$ cat src/rtl/video_timing_gen.sv
// video_timing_gen: parametrised raster timing generator.
//   Walks a (x, y) raster of H_TOTAL x V_TOTAL pixel positions, one step per
//   clk_pix edge with ce=1, and produces registered sync / enable / marker
//   outputs for the current position. A second counter pair runs LEAD steps
//   ahead so the framebuffer fetch path can issue reads early.
// Ports:
//   clk_pix, resetn (async, active-low), ce (pixel step enable)
//   x, y           current raster position
//   hsync, vsync   syncs, asserted level HS_POL / VS_POL
//   de             inside the active window
//   hblank, vblank outside the active columns / lines
//   line_start     x==0;  frame_start  x==0 and y==0
//   fetch_x/y/de   position and data-enable LEAD steps ahead
module video_timing_gen #(
  parameter int H_ACTIVE = 640,
  parameter int H_FRONT  = 16,
  parameter int H_SYNC   = 64,
  parameter int H_BACK   = 80,
  parameter int V_ACTIVE = 480,
  parameter int V_FRONT  = 3,
  parameter int V_SYNC   = 4,
  parameter int V_BACK   = 13,
  parameter bit HS_POL   = 1'b0,
  parameter bit VS_POL   = 1'b0,
  parameter int CW       = 10,
  parameter int LEAD     = 4
) (
  input  logic          clk_pix,
  input  logic          resetn,
  input  logic          ce,
  output logic [CW-1:0] x,
  output logic [CW-1:0] y,
  output logic          hsync,
  output logic          vsync,
  output logic          de,
  output logic          hblank,
  output logic          vblank,
  output logic          line_start,
  output logic          frame_start,
  output logic [CW-1:0] fetch_x,
  output logic [CW-1:0] fetch_y,
  output logic          fetch_de
);

  localparam int H_TOTAL  = H_ACTIVE + H_FRONT + H_SYNC + H_BACK;
  localparam int V_TOTAL  = V_ACTIVE + V_FRONT + V_SYNC + V_BACK;
  localparam int HS_START = H_ACTIVE + H_FRONT;
  localparam int HS_END   = HS_START + H_SYNC;
  localparam int VS_START = V_ACTIVE + V_FRONT;
  localparam int VS_END   = VS_START + V_SYNC;

  localparam logic [CW-1:0] H_LAST = CW'(H_TOTAL - 1);
  localparam logic [CW-1:0] V_LAST = CW'(V_TOTAL - 1);
  localparam logic          FDE0   = (LEAD < H_ACTIVE);

  generate
    if (H_TOTAL > (1 << CW) || V_TOTAL > (1 << CW)) begin : g_bad_cw
      $error("video_timing_gen: raster totals do not fit in CW bits");
    end
    if (LEAD < 0 || LEAD >= H_TOTAL) begin : g_bad_lead
      $error("video_timing_gen: LEAD must satisfy 0 <= LEAD < H_TOTAL");
    end
  endgenerate

  // Range test done in int so an end bound of exactly 2^CW is not truncated.
  function automatic logic in_win(input logic [CW-1:0] v, input int lo, input int hi);
    return (int'(v) >= lo) && (int'(v) < hi);
  endfunction

  logic [CW-1:0] nx, ny, nfx, nfy;

  // Next positions for both counter pairs; flags are derived from these so
  // the registered flags line up with the registered coordinates.
  always_comb begin
    nx  = x + CW'(1);
    ny  = y;
    nfx = fetch_x + CW'(1);
    nfy = fetch_y;
    if (x == H_LAST) begin
      nx = '0;
      ny = (y == V_LAST) ? '0 : y + CW'(1);
    end
    if (fetch_x == H_LAST) begin
      nfx = '0;
      nfy = (fetch_y == V_LAST) ? '0 : fetch_y + CW'(1);
    end
  end

  always_ff @(posedge clk_pix or negedge resetn) begin
    if (!resetn) begin
      x           <= '0;
      y           <= '0;
      hsync       <= ~HS_POL;
      vsync       <= ~VS_POL;
      de          <= 1'b1;
      hblank      <= 1'b0;
      vblank      <= 1'b0;
      line_start  <= 1'b1;
      frame_start <= 1'b1;
      fetch_x     <= CW'(LEAD);
      fetch_y     <= '0;
      fetch_de    <= FDE0;
    end else if (ce) begin
      x           <= nx;
      y           <= ny;
      hsync       <= in_win(nx, HS_START, HS_END) ? HS_POL : ~HS_POL;
      // ny only moves on the x wrap, so vsync switches on entry to x==0.
      vsync       <= in_win(ny, VS_START, VS_END) ? VS_POL : ~VS_POL;
      de          <= in_win(nx, 0, H_ACTIVE) && in_win(ny, 0, V_ACTIVE);
      hblank      <= !in_win(nx, 0, H_ACTIVE);
      vblank      <= !in_win(ny, 0, V_ACTIVE);
      line_start  <= (nx == '0);
      frame_start <= (nx == '0) && (ny == '0);
      fetch_x     <= nfx;
      fetch_y     <= nfy;
      fetch_de    <= in_win(nfx, 0, H_ACTIVE) && in_win(nfy, 0, V_ACTIVE);
    end
  end

endmodule

$ cat config.mk
export PLATFORM = sky130hd
export DESIGN_NAME = video_timing_gen
export DESIGN_NICKNAME = d
export VERILOG_FILES = /design/src/rtl/video_timing_gen.sv
export SDC_FILE = /design/constraint.sdc
export NUM_CORES = 1
export LEC_CHECK = 0
export ABC_AREA = 1
export ABC_CLOCK_PERIOD_IN_PS = 1500
export BUFFER_PORTS_ARGS = -buffer_cell sky130_fd_sc_hd__buf_2
export CAP_MARGIN = 20
export CORE_MARGIN = 2
export CORE_UTILIZATION = 40
export CTS_BUF_LIST = sky130_fd_sc_hd__clkbuf_16
export DETAILED_ROUTE_END_ITERATION = 7
export PLACE_DENSITY = 0.72
export REMOVE_ABC_BUFFERS = 1
export SYNTH_ARGS = -nofsm -noshare
export SYNTH_HDL_FRONTEND = slang
export SYNTH_SLANG_ARGS = --single-unit
$ cat constraint.sdc
create_clock -name clk_pix -period 1.5 [get_ports clk_pix]
set_input_delay 0 -clock clk_pix [delete_from_list [all_inputs] [get_ports clk_pix]]
set_output_delay 0 -clock clk_pix [all_outputs]
set_load 0.02 [all_outputs]
==> results.sh, run 1 <==
export IMPL_slew_viol_final=0
export IMPL_cts_tree="built"
export IMPL_power_share_combinational_pct=50.5
export IMPL_synth_area_per_cell_sq_um=6.94
export IMPL_design_area_sq_um=4800
export IMPL_worstPathRequired_ns=1.66
export IMPL_drt_total_wl_um=10000
export IMPL_seqCellArea_sq_um=1210
export IMPL_drc=0
export IMPL_finalCritPeriodShare_pct=119
export IMPL_fin_util_pct=63.2
export IMPL_cts_buffer_depth=2
export IMPL_ys_warn_count=0
export IMPL_fillCellCount=628
export IMPL_clock_sinks=48
export IMPL_busiest_layer="met2"
export IMPL_clk_pin_slew_worst_paths_ns=0.07
export IMPL_min_to="fetch_x[1]$_DFFE_PN0P_"
export IMPL_worst_slew_pin_slew_ns=0.355
export IMPL_holdWs_ns=0.152
export IMPL_nNetsFinal=605
export IMPL_grt_pass1_wl_um=15800
export IMPL_layout_min_cycle_time_ns=1.78
export IMPL_place_inst=679
export IMPL_gp_congestion=0.954
export IMPL_finalClockSkew_ns=0.00913
export IMPL_dieArea_sq_um=8440
export IMPL_clockRootBuffer="clkbuf_16"
export IMPL_fmax_ghz=0.561
export IMPL_rsz0062_at_grt="true"
export IMPL_drive_gt1_share_pct=44.9
export IMPL_critical_path_class="flip-flop to flip-flop"
export IMPL_use_met3_pct=3.62
export IMPL_drt_iter0_drc=175
export IMPL_power_report_internal_total_mw=3.44
export IMPL_setup_violations=26
export IMPL_multiInputGateArea_sq_um=2030
export IMPL_wire_per_inst_um=14.3
export IMPL_power_switching_mw=2.41
export IMPL_instances_no_fill=701
export IMPL_maxSlewHeadroom_pct=76.3
export IMPL_grt_pass1_vias=3553
export IMPL_postPlaceCellArea_sq_um=4120
export IMPL_pwr_share_seq_pct=30.7
export IMPL_grt_overflow=0
export IMPL_use_met2_pct=39.6
export IMPL_grt_max_degree=49
export IMPL_reg2reg_depth=10
export IMPL_violations="setup timing"
export IMPL_syn_area_sq_um=3090
export IMPL_htreeDepth=2
export IMPL_antennaDiodeCount=0
export IMPL_r2r_end="y[1]$_DFFE_PN0P_"
export IMPL_grt_use_met1_pct=28.4
export IMPL_p_sw_share_pct=41.2
export IMPL_cellPowerDensity_nw_per_um2=1220
export IMPL_min_from="ce"
export IMPL_cp_max_fo=6
export IMPL_die_w_um=91.9
export IMPL_dp_hpwl_um=6500
export IMPL_synthCells=445
export IMPL_clkPwrFrac_pct=18.9
export IMPL_io_pins=51
export IMPL_finalHoldViolations=0
export IMPL_reg2reg_from="x[1]$_DFFE_PN0P_"
export IMPL_r2r_setup_slack_ns=-0.28
export IMPL_vias=3590
export IMPL_place_ws_ns=-0.355
export IMPL_synth_seq_cells=48
export IMPL_tns_ns=-3.11
export IMPL_cts_made_buffers=5
export IMPL_peakVddDrop_uv=830
export IMPL_area_delta_synth_final_pct=55.5
export IMPL_portBuffers=50
export IMPL_arrival_ns=1.94
export IMPL_drt_pass1_iter_count=5
export IMPL_outcome="complete, but fails checks"
export IMPL_start_util_pct=40.6
export IMPL_track_usage_pct=23.0
export IMPL_drv_cap=0
export IMPL_antenna_found_initial=0
export IMPL_p_leak_nw=2.42
export IMPL_synth_seq_area_share_pct=39.2
export IMPL_std_cell_rows=32
export IMPL_setup_slack_ns=-0.283
export IMPL_hp_class="input pin to flip-flop"
export IMPL_hold_depth=3
export IMPL_endpoint_kind="flip-flop"
export IMPL_die_y_um=91.9
export IMPL_design_core_area_sq_um=7610
export IMPL_total_power_mw=5.85
export IMPL_synth_cell_types=30
export IMPL_ant_nets=0
export IMPL_viasPerCell=5.12
export IMPL_cp_start_kind="flip-flop"
export IMPL_insertion_delay_ns=0.29
worst max-delay path, stage by stage (launching register included):
cell and delay [ns]:
dfrtp_1 0.40, ha_4 0.16, nand2_4 0.08, nor2_8 0.19, inv_6 0.07, nor2_8 0.12
nand3b_1 0.19, buf_4 0.19, buf_4 0.12, nand2_1 0.06, o21ai_0 0.07
registers in the layout, summed over array words and instances (netlist names):
signal and cells:
fetch_y 10, x 10, fetch_de 1, hsync 1, de 1, vsync 1
frame_start 1, line_start 1, vblank 1, hblank 1, y 10, fetch_x 10
per-layer routing:
layer  vias to the layer above  wire, um
met2                       147      5210
met1                      1678      4010
met4                         0       266
met5                         -         0
met3                        30       530
li1                       1735         -
synth_stat cells, drive strengths merged:
| cell | instances | share of area [%] |
|---|---|---|
| inv | 48 | 5.8 |
| nand4 | 12 | 2.6 |
| xnor2 | 2 | 0.57 |
| nor3b | 1 | 0.24 |
| buf | 3 | 1.0 |
| nand2 | 144 | 18 |
| a21oi | 5 | 0.81 |
| clkbuf | 8 | 0.97 |
| dfstp | 7 | 6.0 |
| nand3b | 2 | 0.49 |
| o21a | 2 | 0.49 |
| clkinv | 1 | 0.12 |
| nor2 | 63 | 9.1 |
| nor3 | 6 | 0.97 |
| o21ai | 33 | 5.3 |
| o21bai | 3 | 0.73 |
| dfrtp | 41 | 33 |
| nand3 | 51 | 9.4 |
| o31ai | 1 | 0.24 |
| xor2 | 8 | 2.3 |
| ha | 4 | 1.6 |
worst max-delay path by stage:
stage	start	end	slack, ns	cells past startpoint
floorplan	x[0]$_DFFE_PN0P_	frame_start$_DFFE_PN1P_	-0.41	11
global placement	x[0]$_DFFE_PN0P_	frame_start$_DFFE_PN1P_	-0.24	11
detailed placement	x[1]$_DFFE_PN0P_	frame_start$_DFFE_PN1P_	-0.35	11
CTS	x[1]$_DFFE_PN0P_	de$_DFFE_PN1P_	-0.20	11
global route	x[0]$_DFFE_PN0P_	frame_start$_DFFE_PN1P_	-0.38	11
finish	x[1]$_DFFE_PN0P_	y[1]$_DFFE_PN0P_	-0.28	10
cell usage in the layout, fill, tap and decap left out, drive strengths merged, types with 4 or more instances in the layout:
cell type and instances:
buf 153, nand2 144, nor2 64, nand3 52, inv 50, dfrtp 41
o21ai 33, nand4 12, xor2 8, dfstp 7, nor3 6, clkbuf 5
a21oi 5, ha 4
area by class of cell:
type | count | share of cell area, %
timing repair buffer | 154 | 22.6
clock buffer | 5 | 2.60
timing repair inverter | 1 | 0.234
inverter | 49 | 4.19
sequential | 48 | 25.2
clock inverter | 3 | 0.312
tap | 102 | 2.66
multi-input combinational | 339 | 42.3
power groups by stage:
stage / logic, mW / clock network [mW] / registers, mW
after detailed placement: 2.50 / 0 / 1.78
after CTS: 2.71 / 1.13 / 1.77
after floorplan: 0.817 / 0 / 2.23
after global routing: 3.20 / 1.17 / 1.82
after global placement: 2.46 / 0 / 1.77
final: 2.95 / 1.10 / 1.79
kinds of logic after synthesis:
| family | count (synthesis) | synth area share [%] |
|---|---|---|
| buffers and inverters | 60 | 7.94 |
| DFF | 48 | 39.2 |
| xor gates and xnor gates | 10 | 2.84 |
| AOI/OAI and AO/OA | 44 | 7.61 |
| adders and majority gates | 4 | 1.62 |
| and+or+nand+nor | 279 | 40.8 |
timing repair:
item                       CTS  global route
hold endpoints to repair    48             0
cloned                       3             0
buffers inserted             5             6
setup endpoints to repair   34            36
pin swaps                   25            41
hold buffers                 1             0
gates resized for setup     70            66
No activity file was read; power rests on OpenSTA's default activity.
==> run 2: changes to the inputs <==
--- a/config.mk
+++ b/config.mk
@@ -9,11 +9,11 @@
 export ABC_CLOCK_PERIOD_IN_PS = 1500
 export BUFFER_PORTS_ARGS = -buffer_cell sky130_fd_sc_hd__buf_2
 export CAP_MARGIN = 20
-export CORE_MARGIN = 2
-export CORE_UTILIZATION = 40
+export CORE_MARGIN = 5
+export CORE_UTILIZATION = 46
 export CTS_BUF_LIST = sky130_fd_sc_hd__clkbuf_16
 export DETAILED_ROUTE_END_ITERATION = 7
-export PLACE_DENSITY = 0.72
+export PLACE_DENSITY = 0.8
 export REMOVE_ABC_BUFFERS = 1
 export SYNTH_ARGS = -nofsm -noshare
 export SYNTH_HDL_FRONTEND = slang
==> run 2 against run 1 <==
Compared with the run above: highest routed layer unchanged; cell count decreased by 2.9%; flip-flop and latch count unchanged; clock power increased by 36%; critical path type unchanged; design area increased by 2.3%; critical path depth increased by 2; largest cell class unchanged; the flow still finishes with violations (setup timing); utilization increased by 13 points; global-route usage increased by 0.24 points; first-iteration DRC count increased by 97%; critical endpoint is now frame_start$_DFFE_PN1P_.
==> results.sh, run 2 (synthesis gave the netlist of run 1 again) <==
export IMPL_holdWs_ns=0.161
export IMPL_wire_per_inst_um=16.7
export IMPL_worstPathRequired_ns=1.74
export IMPL_fin_util_pct=76.1
export IMPL_place_ws_ns=-0.330
export IMPL_setup_violations=33
export IMPL_dp_hpwl_um=6550
export IMPL_ant_nets=0
export IMPL_dieArea_sq_um=8450
export IMPL_crit_path_frequent_cell="nand2_4"
export IMPL_power_switching_mw=2.50
export IMPL_fillCellCount=421
export IMPL_slew_viol_final=0
export IMPL_pwr_share_seq_pct=29.0
export IMPL_drv_cap=0
export IMPL_tns_ns=-4.04
export IMPL_seqCellArea_sq_um=1210
export IMPL_io_pins=51
export IMPL_min_from="ce"
export IMPL_maxSlewHeadroom_pct=71.9
export IMPL_multiInputGateArea_sq_um=2060
export IMPL_finalCritPeriodShare_pct=120
export IMPL_r2r_setup_slack_ns=-0.30
export IMPL_outcome="complete, but fails checks"
export IMPL_track_usage_pct=23.2
export IMPL_grt_pass1_wl_um=16400
export IMPL_final_common_cell="nand2_1"
export IMPL_drt_total_wl_um=11400
export IMPL_layout_min_cycle_time_ns=1.80
export IMPL_finalClockSkew_ns=0.00524
export IMPL_r2r_end="frame_start$_DFFE_PN1P_"
export IMPL_endpoint_kind="flip-flop"
export IMPL_grt_overflow=0
export IMPL_insertion_delay_ns=0.29
export IMPL_p_sw_share_pct=39.8
export IMPL_gp_congestion=0.937
export IMPL_grt_pass1_vias=3706
export IMPL_cts_tree="built"
export IMPL_area_delta_synth_final_pct=59.1
export IMPL_design_core_area_sq_um=6460
export IMPL_die_w_um=92.0
export IMPL_arrival_ns=2.03
export IMPL_setup_slack_ns=-0.297
export IMPL_postPlaceCellArea_sq_um=4020
export IMPL_vias=3885
export IMPL_instances_no_fill=681
export IMPL_slowest_stage="dfrtp_1"
export IMPL_finalHoldViolations=0
export IMPL_peakVddDrop_uv=936
export IMPL_start_util_pct=47.8
export IMPL_total_power_mw=6.27
export IMPL_violations="setup timing"
export IMPL_die_y_um=92.0
export IMPL_cts_buffer_depth=2
export IMPL_path_buf_inv=1
export IMPL_fmax_ghz=0.557
export IMPL_clk_pin_slew_worst_paths_ns=0.07
export IMPL_clockRootBuffer="clkbuf_16"
export IMPL_most_common_layout_cells="nand2_1, buf_4, buf_2"
export IMPL_clkPwrFrac_pct=23.9
export IMPL_cts_made_buffers=5
export IMPL_p_leak_nw=2.45
export IMPL_antennaDiodeCount=0
export IMPL_portBuffers=50
export IMPL_reg2reg_depth=12
export IMPL_antenna_found_initial=0
export IMPL_hold_depth=3
export IMPL_drt_pass1_iter_count=5
export IMPL_grt_max_degree=49
export IMPL_critical_path_class="flip-flop to flip-flop"
export IMPL_reg2reg_from="x[0]$_DFFE_PN0P_"
export IMPL_drc=0
export IMPL_crit_chain="ha_4, nand2_4, nor2_8, nand3_4, buf_6, nand2_4, nand2_4, nor2_1, nand2_1, nor2_2, nand3_1, nand2_1"
export IMPL_cpLargestDelayFamily="simple AND/OR/NAND/NOR gates"
export IMPL_min_to="fetch_x[9]$_DFFE_PN0P_"
export IMPL_cp_start_kind="flip-flop"
export IMPL_design_area_sq_um=4910
export IMPL_hp_class="input pin to flip-flop"
export IMPL_drt_iter0_drc=344
export IMPL_viasPerCell=5.70
export IMPL_std_cell_rows=29
export IMPL_drive_gt1_share_pct=47.2
export IMPL_cellPowerDensity_nw_per_um2=1280
export IMPL_rsz0062_at_grt="true"
export IMPL_slowest_delay_ns=0.40
export IMPL_htreeDepth=2
export IMPL_clock_sinks=48
export IMPL_cp_max_fo=7
export IMPL_power_share_combinational_pct=47.1
export IMPL_nNetsFinal=610
export IMPL_place_inst=643
export IMPL_worst_slew_pin_slew_ns=0.420
export IMPL_power_report_internal_total_mw=3.77
-- run 2: cell count changes in the layout (fill, tap and decap cells not counted), sizes merged --
cell / before / now
bufinv: 0 / 2
inv: 50 / 51
clkinv: 2 / 0
nand3: 52 / 51
buf: 153 / 159
clkinvlp: 1 / 0
-- run 2: per-layer routing --
metal / up-vias / wire (um) / GRT usage, %
met5: - / 0 / 0
met4: 0 / 513 / 9.03
met3: 68 / 834 / 4.26
met2: 244 / 5870 / 40.5
met1: 1828 / 4160 / 28.4
li1: 1745 / - / -
-- run 2: power groups by stage --
stage	Sequential, mW	Combinational (mW)	Clock [mW]
3_3_place_gp	1.79	2.33	0
2_1_floorplan	2.23	0.817	0
5_1_grt	1.85	3.18	1.59
4_1_cts	1.79	2.59	1.51
6_report	1.82	2.95	1.50
3_5_place_dp	1.80	2.40	0
-- run 2: worst reg2reg max path: cells and delay by family (launching register included) --
family	cells	cell delay (ns)
simple gates	10	0.98
flops	1	0.40
buf+inv	1	0.20
fa+ha+maj	1	0.17
-- run 2: worst max path at each step --
stage | from | endpoint | slack (ns) | cells after the start
global route | x[1]$_DFFE_PN0P_ | frame_start$_DFFE_PN1P_ | -0.42 | 12
CTS | x[1]$_DFFE_PN0P_ | vsync$_DFFE_PN1P_ | -0.18 | 13
global placement | x[0]$_DFFE_PN0P_ | frame_start$_DFFE_PN1P_ | -0.27 | 11
detailed placement | x[0]$_DFFE_PN0P_ | frame_start$_DFFE_PN1P_ | -0.33 | 11
finish | x[0]$_DFFE_PN0P_ | frame_start$_DFFE_PN1P_ | -0.30 | 12
floorplan | x[0]$_DFFE_PN0P_ | frame_start$_DFFE_PN1P_ | -0.41 | 11
-- run 2: area by class of cell --
cell class | instances | share of cell area [%]
flip-flops and latches | 48 | 24.6
inverters | 49 | 4.00
clock buffers | 5 | 2.55
repair inverters | 1 | 0.229
clock inverters | 3 | 1.40
well taps | 77 | 1.96
multi-input cells | 338 | 42.0
repair buffers | 160 | 23.3
-- run 2: repair_timing --
item	CTS	global route
resized for setup	51	98
endpoints found under the setup margin	35	35
hold endpoints to repair	48	0
cloned	1	1
buffers inserted	14	14
pin swaps	31	30
hold buffers	1	0
